**src/rtl/sram_arb_pkg.sv**
```systemverilog
// Shared types and constants for the SRAM port arbiter.
// Latency: n/a (types only).
// Backpressure: n/a. Holds the FSM state enum, grant enum and response buffer depth.
package sram_arb_pkg;

  typedef enum logic [1:0] {
    RST_WAIT = 2'd0,
    INIT     = 2'd1,
    RUN      = 2'd2
  } arb_state_e;

  typedef enum logic [1:0] {
    GNT_NONE = 2'd0,
    GNT_WR   = 2'd1,
    GNT_RD   = 2'd2
  } arb_gnt_e;

  localparam int unsigned RSP_BUF_DEPTH = 2;
  localparam logic [1:0]  RSP_BUF_FULL  = 2'(RSP_BUF_DEPTH);

endpackage

```
**src/rtl/sram_rsp_buf.sv**
```systemverilog
// Two-entry read-response FIFO; push_data_i lands at the head one cycle after push_i.
// Latency: 1 cycle push-to-head. Push on full is dropped unless a pop happens in the same cycle.
// Backpressure: the owner must keep pushes within free space (credit); rst_i flushes asynchronously.
// Ports: clk_i, rst_i, push_i/push_data_i (write side), pop_i (consume head),
//        occ_o (0..2 entries held), head_data_o (oldest entry).
module sram_rsp_buf
  import sram_arb_pkg::*;
#(
  parameter int DW = 32
) (
  input  logic          clk_i,
  input  logic          rst_i,
  input  logic          push_i,
  input  logic [DW-1:0] push_data_i,
  input  logic          pop_i,
  output logic [1:0]    occ_o,
  output logic [DW-1:0] head_data_o
);

  logic [DW-1:0] mem_q [RSP_BUF_DEPTH];
  logic          wr_ptr_q;
  logic          rd_ptr_q;
  logic [1:0]    occ_q;
  logic          do_push;
  logic          do_pop;

  assign do_pop  = pop_i && (occ_q != 2'd0);
  // A full buffer still accepts a push when the head leaves in the same cycle.
  assign do_push = push_i && ((occ_q != RSP_BUF_FULL) || do_pop);

  always_ff @(posedge clk_i or posedge rst_i) begin
    if (rst_i) begin
      mem_q    <= '{default: '0};
      wr_ptr_q <= 1'b0;
      rd_ptr_q <= 1'b0;
      occ_q    <= 2'd0;
    end else begin
      if (do_push) begin
        mem_q[wr_ptr_q] <= push_data_i;
        wr_ptr_q        <= ~wr_ptr_q;
      end
      if (do_pop) begin
        rd_ptr_q <= ~rd_ptr_q;
      end
      occ_q <= occ_q + {1'b0, do_push} - {1'b0, do_pop};
    end
  end

  assign occ_o       = occ_q;
  assign head_data_o = mem_q[rd_ptr_q];

endmodule

```
**src/rtl/sram_port_arbiter.sv**
```systemverilog
// Shares one single-port SRAM between a write and a read requester, zero-filling it after reset.
// Latency: write takes effect in its grant cycle; read data is valid two cycles after acceptance.
// Backpressure: round-robin, one grant per cycle; reads are credit-limited to the 2-entry response buffer.
// Ports: AIX_CLK/RST; WR_REQ_* write request; RD_REQ_*/RD_ADDR read request; RD_RSP_* response;
//        SRAM_* macro pins; WR_GRANT_CNT/RD_GRANT_CNT only when SRAM_ARB_PERF_CNT_EN is defined.
module sram_port_arbiter
  import sram_arb_pkg::*;
#(
  parameter int SRAM_DATA_WIDTH = 32,
  parameter int SRAM_ADDR_WIDTH = 8,
  parameter int SRAM_STRB_WIDTH = 8,
  localparam int NLANE = SRAM_DATA_WIDTH / SRAM_STRB_WIDTH
) (
  input  logic                       AIX_CLK,
  input  logic                       RST,
  input  logic                       WR_REQ_VALID,
  output logic                       WR_REQ_READY,
  input  logic [SRAM_ADDR_WIDTH-1:0] WR_ADDR,
  input  logic [SRAM_DATA_WIDTH-1:0] WR_DATA,
  input  logic [NLANE-1:0]           WR_STRB,
  input  logic                       RD_REQ_VALID,
  output logic                       RD_REQ_READY,
  input  logic [SRAM_ADDR_WIDTH-1:0] RD_ADDR,
  output logic                       RD_RSP_VALID,
  input  logic                       RD_RSP_READY,
  output logic [SRAM_DATA_WIDTH-1:0] RD_RSP_DATA,
  output logic                       SRAM_CS,
  output logic [NLANE-1:0]           SRAM_W_EN,
  output logic [SRAM_ADDR_WIDTH-1:0] SRAM_ADDR,
  output logic [SRAM_DATA_WIDTH-1:0] SRAM_DATA_W,
  input  logic [SRAM_DATA_WIDTH-1:0] SRAM_DATA_R
`ifdef SRAM_ARB_PERF_CNT_EN
  ,
  output logic [31:0]                WR_GRANT_CNT,
  output logic [31:0]                RD_GRANT_CNT
`endif
);

  localparam logic [SRAM_ADDR_WIDTH-1:0] LAST_ADDR = '1;

  arb_state_e                 state_q, state_d;
  logic [SRAM_ADDR_WIDTH-1:0] init_cnt_q, init_cnt_d;
  logic                       last_rd_q, last_rd_d;   // 1: most recent grant went to the reader
  logic                       rd_inflight_q;
  arb_gnt_e                   gnt;
  logic [1:0]                 buf_occ;
  logic [SRAM_DATA_WIDTH-1:0] buf_head;
  logic                       rsp_pop;
  logic                       rd_credit_ok;
  logic                       wr_elig;
  logic                       rd_elig;

  assign RD_RSP_VALID = (buf_occ != 2'd0);
  assign rsp_pop      = RD_RSP_VALID && RD_RSP_READY;
  assign RD_RSP_DATA  = RD_RSP_VALID ? buf_head : '0;

  // Entries held plus the read still in the SRAM must leave room, counting a slot freed this cycle.
  assign rd_credit_ok = ({1'b0, buf_occ} + {2'b00, rd_inflight_q}) < (3'd2 + {2'b00, rsp_pop});
  assign wr_elig      = (state_q == RUN) && WR_REQ_VALID;
  assign rd_elig      = (state_q == RUN) && RD_REQ_VALID && rd_credit_ok;

  always_comb begin
    state_d      = state_q;
    init_cnt_d   = init_cnt_q;
    last_rd_d    = last_rd_q;
    gnt          = GNT_NONE;
    WR_REQ_READY = 1'b0;
    RD_REQ_READY = 1'b0;
    SRAM_CS      = 1'b0;
    SRAM_W_EN    = '0;
    SRAM_ADDR    = '0;
    SRAM_DATA_W  = '0;

    case (state_q)
      RST_WAIT: state_d = INIT;
      INIT: begin
        SRAM_CS    = 1'b1;
        SRAM_W_EN  = '1;
        SRAM_ADDR  = init_cnt_q;
        init_cnt_d = init_cnt_q + 1'b1;   // wraps back to 0 for the next reset
        if (init_cnt_q == LAST_ADDR) state_d = RUN;
      end
      RUN: begin
        if (wr_elig && (!rd_elig || last_rd_q)) gnt = GNT_WR;
        else if (rd_elig)                       gnt = GNT_RD;
      end
      default: state_d = RST_WAIT;
    endcase

    case (gnt)
      GNT_WR: begin
        WR_REQ_READY = 1'b1;
        SRAM_CS      = 1'b1;
        SRAM_W_EN    = WR_STRB;
        SRAM_ADDR    = WR_ADDR;
        SRAM_DATA_W  = WR_DATA;
        last_rd_d    = 1'b0;
      end
      GNT_RD: begin
        RD_REQ_READY = 1'b1;
        SRAM_CS      = 1'b1;
        SRAM_ADDR    = RD_ADDR;
        last_rd_d    = 1'b1;
      end
      default: ;
    endcase
  end

  always_ff @(posedge AIX_CLK or posedge RST) begin
    if (RST) begin
      state_q       <= RST_WAIT;
      init_cnt_q    <= '0;
      last_rd_q     <= 1'b1;
      rd_inflight_q <= 1'b0;
    end else begin
      state_q       <= state_d;
      init_cnt_q    <= init_cnt_d;
      last_rd_q     <= last_rd_d;
      rd_inflight_q <= (gnt == GNT_RD);
    end
  end

  // SRAM_DATA_R is valid the cycle after the read access, exactly while rd_inflight_q is set.
  sram_rsp_buf #(.DW(SRAM_DATA_WIDTH)) u_rsp_buf (
    .clk_i       (AIX_CLK),
    .rst_i       (RST),
    .push_i      (rd_inflight_q),
    .push_data_i (SRAM_DATA_R),
    .pop_i       (rsp_pop),
    .occ_o       (buf_occ),
    .head_data_o (buf_head)
  );

`ifdef SRAM_ARB_PERF_CNT_EN
  logic [31:0] wr_cnt_q;
  logic [31:0] rd_cnt_q;

  // Grants only occur in RUN, so no extra state qualification is needed.
  always_ff @(posedge AIX_CLK or posedge RST) begin
    if (RST) begin
      wr_cnt_q <= '0;
      rd_cnt_q <= '0;
    end else begin
      if (gnt == GNT_WR) wr_cnt_q <= wr_cnt_q + 32'd1;
      if (gnt == GNT_RD) rd_cnt_q <= rd_cnt_q + 32'd1;
    end
  end

  assign WR_GRANT_CNT = wr_cnt_q;
  assign RD_GRANT_CNT = rd_cnt_q;
`endif

endmodule

```
**config.mk**
```make
export PLATFORM = sky130hd
export DESIGN_NAME = sram_port_arbiter
export DESIGN_NICKNAME = d
export VERILOG_FILES = /design/src/rtl/sram_arb_pkg.sv /design/src/rtl/sram_rsp_buf.sv /design/src/rtl/sram_port_arbiter.sv
export SDC_FILE = /design/constraint.sdc
export NUM_CORES = 1
export LEC_CHECK = 0
export CORE_AREA = 2 2 102 104
export CTS_CLUSTER_SIZE = 24
export DETAILED_ROUTE_END_ITERATION = 10
export DIE_AREA = 0 0 104 106
export DONT_BUFFER_PORTS = 1
export HOLD_SLACK_MARGIN = 0.06
export PLACE_DENSITY_LB_ADDON = 0.15
export SLEW_MARGIN = 20
export SYNTH_ARGS = -nofsm -noshare
export SYNTH_HDL_FRONTEND = slang
export SYNTH_SLANG_ARGS = --single-unit
```
**constraint.sdc**
```tcl
create_clock -name AIX_CLK -period 5.1 [get_ports AIX_CLK]
set_input_delay 0.255 -clock AIX_CLK [delete_from_list [all_inputs] [get_ports AIX_CLK]]
set_output_delay 0.255 -clock AIX_CLK [all_outputs]
set_load 0.02 [all_outputs]
```
# Word-level counts from Yosys, hierarchy flattened
# Index checks and enable logic that the tools add are counted.
totals:
  ff_bits: 80
  output_inout_bits: 80
  word_cells: 68
op_classes:
  add_sub_neg: 5
  magnitude_cmp: 4
  eq_ne: 7
  mux: 22
  bitwise_logic: 5
  reduce_logical: 16
ops:
  columns: ["operator", "count"]
  rows:
  - ["2-to-1 mux 32 bit", 6]
  - ["bitwise mux 64 bit", 1]
  - ["demux 32 bit (select 1 bit)", 1]
  - ["case mux 8 bit (2 select lines)", 1]
  - ["adder 8 x 1 -> 8 bit, second input constant", 1]
  - ["== test 8 bit, second input constant", 1]
  - ["logical AND 1 bit", 8]
  - ["2-to-1 mux 2 bit", 4]
  - ["2-to-1 mux 4 bit", 2]
  - ["2-to-1 mux 8 bit", 1]
  - ["case mux 2 bit (3 select lines)", 1]
  - ["== test 2 x 1 -> 1 bit, second input constant", 2]
  - ["== test 2 bit, second input constant", 2]
  - ["greater-or-equal comparator 2 bit, second input constant", 2]
  - ["2-to-1 mux 1 bit", 4]
  - ["!= test 2 bit, second input constant", 2]
  - ["NOT 1 -> 2 bit", 2]
  - ["nonzero test 2 bit", 2]
  - ["adder 2 x 1 -> 3 bit", 1]
  - ["adder 2 x 1 -> 3 bit, first input constant", 1]
  - ["less-than comparator 3 bit", 1]
  - ["NOT 1 bit", 3]
  - ["adder 2 x 1 -> 2 bit", 1]
  - ["zero test 2 bit", 1]
  - ["7 further kinds", 8]

# Depth between registers and ports, before layout
logic_depth:
  ltp_word: 13
  ltp_mapped: 9
  ltp_nobuf: 8

# Hierarchy
# Synthesis repeated with hierarchy kept, for this count alone.
hier_totals:
  cells_unflattened: 354
  area_unflattened_um2: 4291.6
by_module_without_submodules:
  columns: ["mod", "instances", "cells_each", "area_per_inst_um2", "seq_area_each_um2"]
  rows:
  - ["sram_rsp_buf", 1, 199, 3047.9, 1701.6]
  - ["sram_port_arbiter", 1, 155, 1243.7, 301.5]

# Worst setup path after synthesis
# Ideal clock, no wire load.
synth_timing:
  path_kind: "reg-to-output"
  startpoint: "reg u_rsp_buf.occ_q[0] (netlist: u_rsp_buf.occ_o[0])"
  endpoint: "out SRAM_ADDR[0]"
  t_arrival_ns: 2.373
  required_ns: 4.845
  slack_ns: 2.472
  path_stages_with_launch: 10
  path_cell_list: "dfrtp_1 > ha_1 > ha_1 > o21a_1 > a2111o_1 > ha_1 > nor2b_1 > clkbuf_1 > a222oi_1 > inv_1"
synth_via:
  elab_chain_cells: 12
  word_cells_on_any_way: 15
synth_lines:
  columns: ["item", "line", "source"]
  rows:
  - ["from (decl)", "sram_rsp_buf.sv:23", "logic [1:0] occ_q;"]
  - ["from (signal assigned)", "sram_rsp_buf.sv:45", "occ_q <= occ_q + {1'b0, do_push} - {1'b0, do_pop};"]
  - ["nonzero test 2 bit", "sram_port_arbiter.sv:53", "assign RD_RSP_VALID = (buf_occ != 2'd0);"]
  - ["logical AND 1 bit", "sram_port_arbiter.sv:54", "assign rsp_pop = RD_RSP_VALID && RD_RSP_READY;"]
  - ["adder 2 x 1 -> 3 bit", "sram_port_arbiter.sv:58", "assign rd_credit_ok = ({1'b0, buf_occ} + {2'b00, rd_inflight_q}) < (3'd2 + {2'b00, rsp_pop});"]
  - ["less-than comparator 3 bit (*)", "sram_port_arbiter.sv:58", null]
  - ["logical AND 1 bit (*)", "sram_port_arbiter.sv:60", "assign rd_elig = (state_q == RUN) && RD_REQ_VALID && rd_credit_ok;"]
  - ["zero test 1 bit", "sram_port_arbiter.sv:84", "if (wr_elig && (!rd_elig || last_rd_q)) gnt = GNT_WR;"]
  - ["logical OR 1 bit", "sram_port_arbiter.sv:84", null]
  - ["logical AND 1 bit", "sram_port_arbiter.sv:84", null]
  - ["2-to-1 mux 2 bit (*)", "sram_port_arbiter.sv:84", null]
  - ["2-to-1 mux 2 bit (*)", "sram_port_arbiter.sv:74", "case (state_q)"]
  - ["== test 2 bit / == test 2 x 1 -> 1 bit (equally long branches)", "sram_port_arbiter.sv:90", "case (gnt)"]
  - ["case mux 8 bit (2 select lines) (*)", "sram_port_arbiter.sv:90", null]
  - ["to (decl)", "sram_port_arbiter.sv:29", "output logic [SRAM_ADDR_WIDTH-1:0] SRAM_ADDR,"]
# Every way passes the cells marked *; elsewhere a longest branch is shown, timed or not.

# Worst setup path after layout
layout_timing:
  startpoint: "reg u_rsp_buf.occ_q[0] (netlist: u_rsp_buf.occ_o[0])"
  endpoint: "out SRAM_ADDR[6]"
# Same word-level chain as after synthesis.

==> key figures <==
Status
  – Status: finished, final reports clean

Global route
  – Largest net degree at the start of global routing: 81
  – Grt ovf: 0
  – First-pass GRT wire length: 15.1 mm
  – Initial antenna violation count: 0
  – GR Util All Layers: 17.6%
  – Vias in the first global route: 2806

Run
  – Max-cap violations: 0

Cells and area
  – Layout cells sized above 1: 24.8%
  – N_diodes: 0
  – Fill cells: 916
  – Fin area: 4950 µm²
  – Final Util: 49.5%
  – Layout Nets: 466
  – Area grow syn2layout: 14.3%

Logic synthesis
  – #FFs+latches synth: 80
  – Yosys warning total: 0
  – Cell Area, Synth: 4330 µm²
  – Syn Nets: 439
  – Mapped Cells: 343
  – Avg Cell Area, Syn: 12.6 µm²
  – Sequential share of the synthesized area: 46.3%
  – Post-synthesis cell type count: 36

Place
  – Detailed Place HPWL: 6.38 mm
  – GP Congestion: 0.812
  – Placed Area: 4410 µm²
  – Port-buffer cells: 0

Clock tree
  – Clk_lat worst skew: 350 ps
  – Post-CTS sizing: 0
  – Clock transition at path regs: 90 ps
  – # H-tree levels: 3
  – Total clock sinks: 80
  – Cts bufs inserted: 9
  – Root Buffer Master: clkbuf_8
  – CTS tree: yes
  – Bufs on Longest Clock Path: 2

Pwr
  – VDD IR max: 169 µV
  – Sw Ratio: 37.9%
  – Clk pwr share: 27.6%
  – Internal power: 1.09 mW
  – Pwr dens: 356 nW/µm²
  – Lkg Pwr: 2.32 nW
  – Switching power: 0.668 mW
  – Comb power frac: 28.4%
  – Sequential Power Share: 44.0%

Routing
  – DRC: 0
  – 1st-pass router iterations: 4
  – Wire length per cell: 18.7 µm
  – WL met3: 521 µm
  – Metal-1 WL: 3.99 mm
  – Vias/cell: 5.21
  – Uppermost layer routed: met4
  – Routed Antenna Nets: 0
  – Via Count: 2664
  – WL final: 9.54 mm
  – Initial DRC count: 144
  – DR WL met2: 4.97 mm

Worst setup path
  – Max incr delay on CP: 810 ps
  – CP Max Fanout: 39
  – Crit path top cell by count: ha_1
  – Worst setup SP type: register
  – Critical-path cell list: ha_1 > ha_1 > o21a_1 > o311a_1 > ha_1 > nor2b_1 > a222oi_1 > inv_1
  – Reg-to-reg slack, setup: 2540 ps
  – CP arrival: 3340 ps
  – Max stage delay cell, worst path: ha_1
  – R2r startpoint: u_rsp_buf.occ_o[0]$_DFF_PP0_
  – Setup crit end kind: output pin
  – Crit-path leading delay family: adder cells
  – Required @ worst endpoint: 4850 ps
  – Stages on the worst setup path: 8
  – Worst Setup Path Type: reg2out
  – CP Capture Point: SRAM_ADDR[6]
  – Worst path buffer plus inverter count: 1
  – CP startpoint: u_rsp_buf.occ_o[0]$_DFF_PP0_
  – FF-to-FF End: last_rd_q$_DFFE_PP1N_
  – Worst r2r path cells: 7

Timing
  – RSZ-0062 raised after global routing: no
  – Max Fclk: 278 MHz
  – Clock Skews: 10.8 ps
  – Worst Tran Pin Value: 1060 ps
  – Fin crit share: 70.5%
  – Rel. slew slack: 29.6%
  – Final Hold Viols: 0
  – Slew Limit Fails: 0
  – Post-layout minimum cycle time: 3600 ps
  – Final setup violation count: 0
  – Post-route setup TNS: 0 ps

Die
  – Initial Util: 43.3%
  – Die area: 11000 µm²
  – Io pins: 169
  – Die W: 104 µm
  – Rows: 37
  – Core area: 10000 µm²
  – Die H: 106 µm

Min path
  – Worst Hold Class: in2reg
worst register-to-register path: stages, from the launching register on:
cell and delay (ps):
dfrtp_1 460, ha_1 220, ha_1 260, o21a_1 140, a2111oi_1 340, ha_1 430, nor2b_1 520, a21o_1 140
Yosys cell counts (all sizes together):
library cell / n / share of area, %
a2111o: 1 / 0.26
a2111oi: 1 / 0.23
a21o: 5 / 0.87
a222oi: 8 / 1.8
a31oi: 1 / 0.14
and2: 32 / 4.6
and2b: 1 / 0.20
and3b: 1 / 0.20
buf: 10 / 2.0
clkbuf: 11 / 0.95
dfrtp: 79 / 46
dfstp: 1 / 0.61
ha: 7 / 2.0
inv: 15 / 1.3
mux2: 65 / 22
mux2i: 32 / 7.4
nand2: 5 / 0.43
nand2b: 3 / 0.43
nand3: 2 / 0.23
nand3b: 1 / 0.17
nor2: 37 / 3.4
nor2b: 3 / 0.43
nor3: 2 / 0.23
nor3b: 2 / 0.87
nor4: 2 / 0.29
o21a: 1 / 0.17
o21ai: 1 / 0.12
o311a: 1 / 0.23
o311ai: 1 / 0.20
o31ai: 1 / 0.17
xnor2: 6 / 1.2
xor2: 5 / 1.0
worst min-delay path by stage:
stage	from	endpoint	slack, ps	depth (start not counted)
final	RD_RSP_READY	u_rsp_buf.rd_ptr_q$_DFFE_PP0P_	160	2
after detailed placement	SRAM_DATA_R[6]	u_rsp_buf.mem_q[6]$_DFFE_PP0P_	410	1
after global placement	SRAM_DATA_R[28]	u_rsp_buf.mem_q[28]$_DFFE_PP0P_	400	1
after CTS	RST	u_rsp_buf.mem_q[55]$_DFFE_PP0P_	130	2
after floorplan	SRAM_DATA_R[0]	u_rsp_buf.mem_q[0]$_DFFE_PP0P_	400	1
after global routing	RD_RSP_READY	u_rsp_buf.rd_ptr_q$_DFFE_PP0P_	160	2
final cells by class:
cell class                      instances  area [µm²]  area share [%]
Sequential cell                        80        2000            40.5
Tap cell                              136         170            3.44
Inverter                               15        57.6            1.16
Timing Repair Buffer                   37         364            7.36
Clock buffer                            9         124            2.50
Clock inverter                          7        82.6            1.67
Multi-Input combinational cell        227        2150            43.4
cells in the final DEF, fill, tap and decap left out, types with 2 or more instances in the layout:
master	Yosys	layout
xnor2_1	6	6
nor2b_1	3	3
a222oi_1	8	8
dfrtp_1	79	78
inv_1	15	14
nor3_1	2	2
mux2_2	5	5
nor4_1	2	2
nor2_1	36	35
buf_4	0	3
nor3b_4	2	2
a21o_1	5	5
dlygate4sd3_1	0	33
xor2_1	5	5
inv_6	0	3
clkbuf_8	0	9
and2_1	32	32
mux2_4	60	60
nand3_1	2	2
nand2b_1	3	3
ha_1	7	7
mux2i_1	32	32
nand2_1	5	5
clkinvlp_4	0	2
logic make-up (layout without fill, tap and decap cells):
family,Yosys count,after routing,share of synthesized area [%]
and+or+nand+nor,91,91,11.5
muxes,97,97,29.5
adders and majority gates,7,7,2.02
DFF,80,80,46.3
xor gates and xnor gates,11,11,2.22
AOI/OAI and AO/OA,21,21,4.25
buffers and inverters,36,68,4.25
power by group through the flow:
stage / combinational [mW] / sequential, mW / clock (mW)
5_1_grt: 0.544 / 0.786 / 0.532
3_5_place_dp: 0.484 / 0.789 / 0
3_3_place_gp: 0.481 / 0.788 / 0
4_1_cts: 0.510 / 0.776 / 0.504
2_1_floorplan: 0.472 / 0.709 / 0
6_report: 0.501 / 0.775 / 0.487
metal layers:
metal	vias up	track usage (%)
li1	1232	-
met1	1318	20.8
met2	110	32.1
met3	4	4.05
met4	0	5.21
met5	-	0
sequential cells by signal, indices dropped and copies added (netlist names):
signal / flops
init_cnt_q: 8
last_rd_q: 1
rd_inflight_q: 1
state_q: 2
u_rsp_buf.mem_q: 64
u_rsp_buf.occ_o: 2
u_rsp_buf.rd_ptr_q: 1
u_rsp_buf.wr_ptr_q: 1
through the flow:
stage	setup slack (ps)	hold slack [ps]	total power, mW	instances
CTS	1490	130	1.79	510
global placement	1970	404	1.27	462
global route	1200	163	1.86	511
floorplan	2470	403	1.18	343
finish	1500	162	1.76	511
detailed placement	1890	405	1.27	462
repair_timing:
| item | CTS | global route |
|---|---|---|
| endpoints found under the hold margin | 64 | 63 |
| hold buffers | 32 | 1 |
| buffers inserted | 0 | 0 |
No activity file was read; power rests on OpenSTA's default activity.
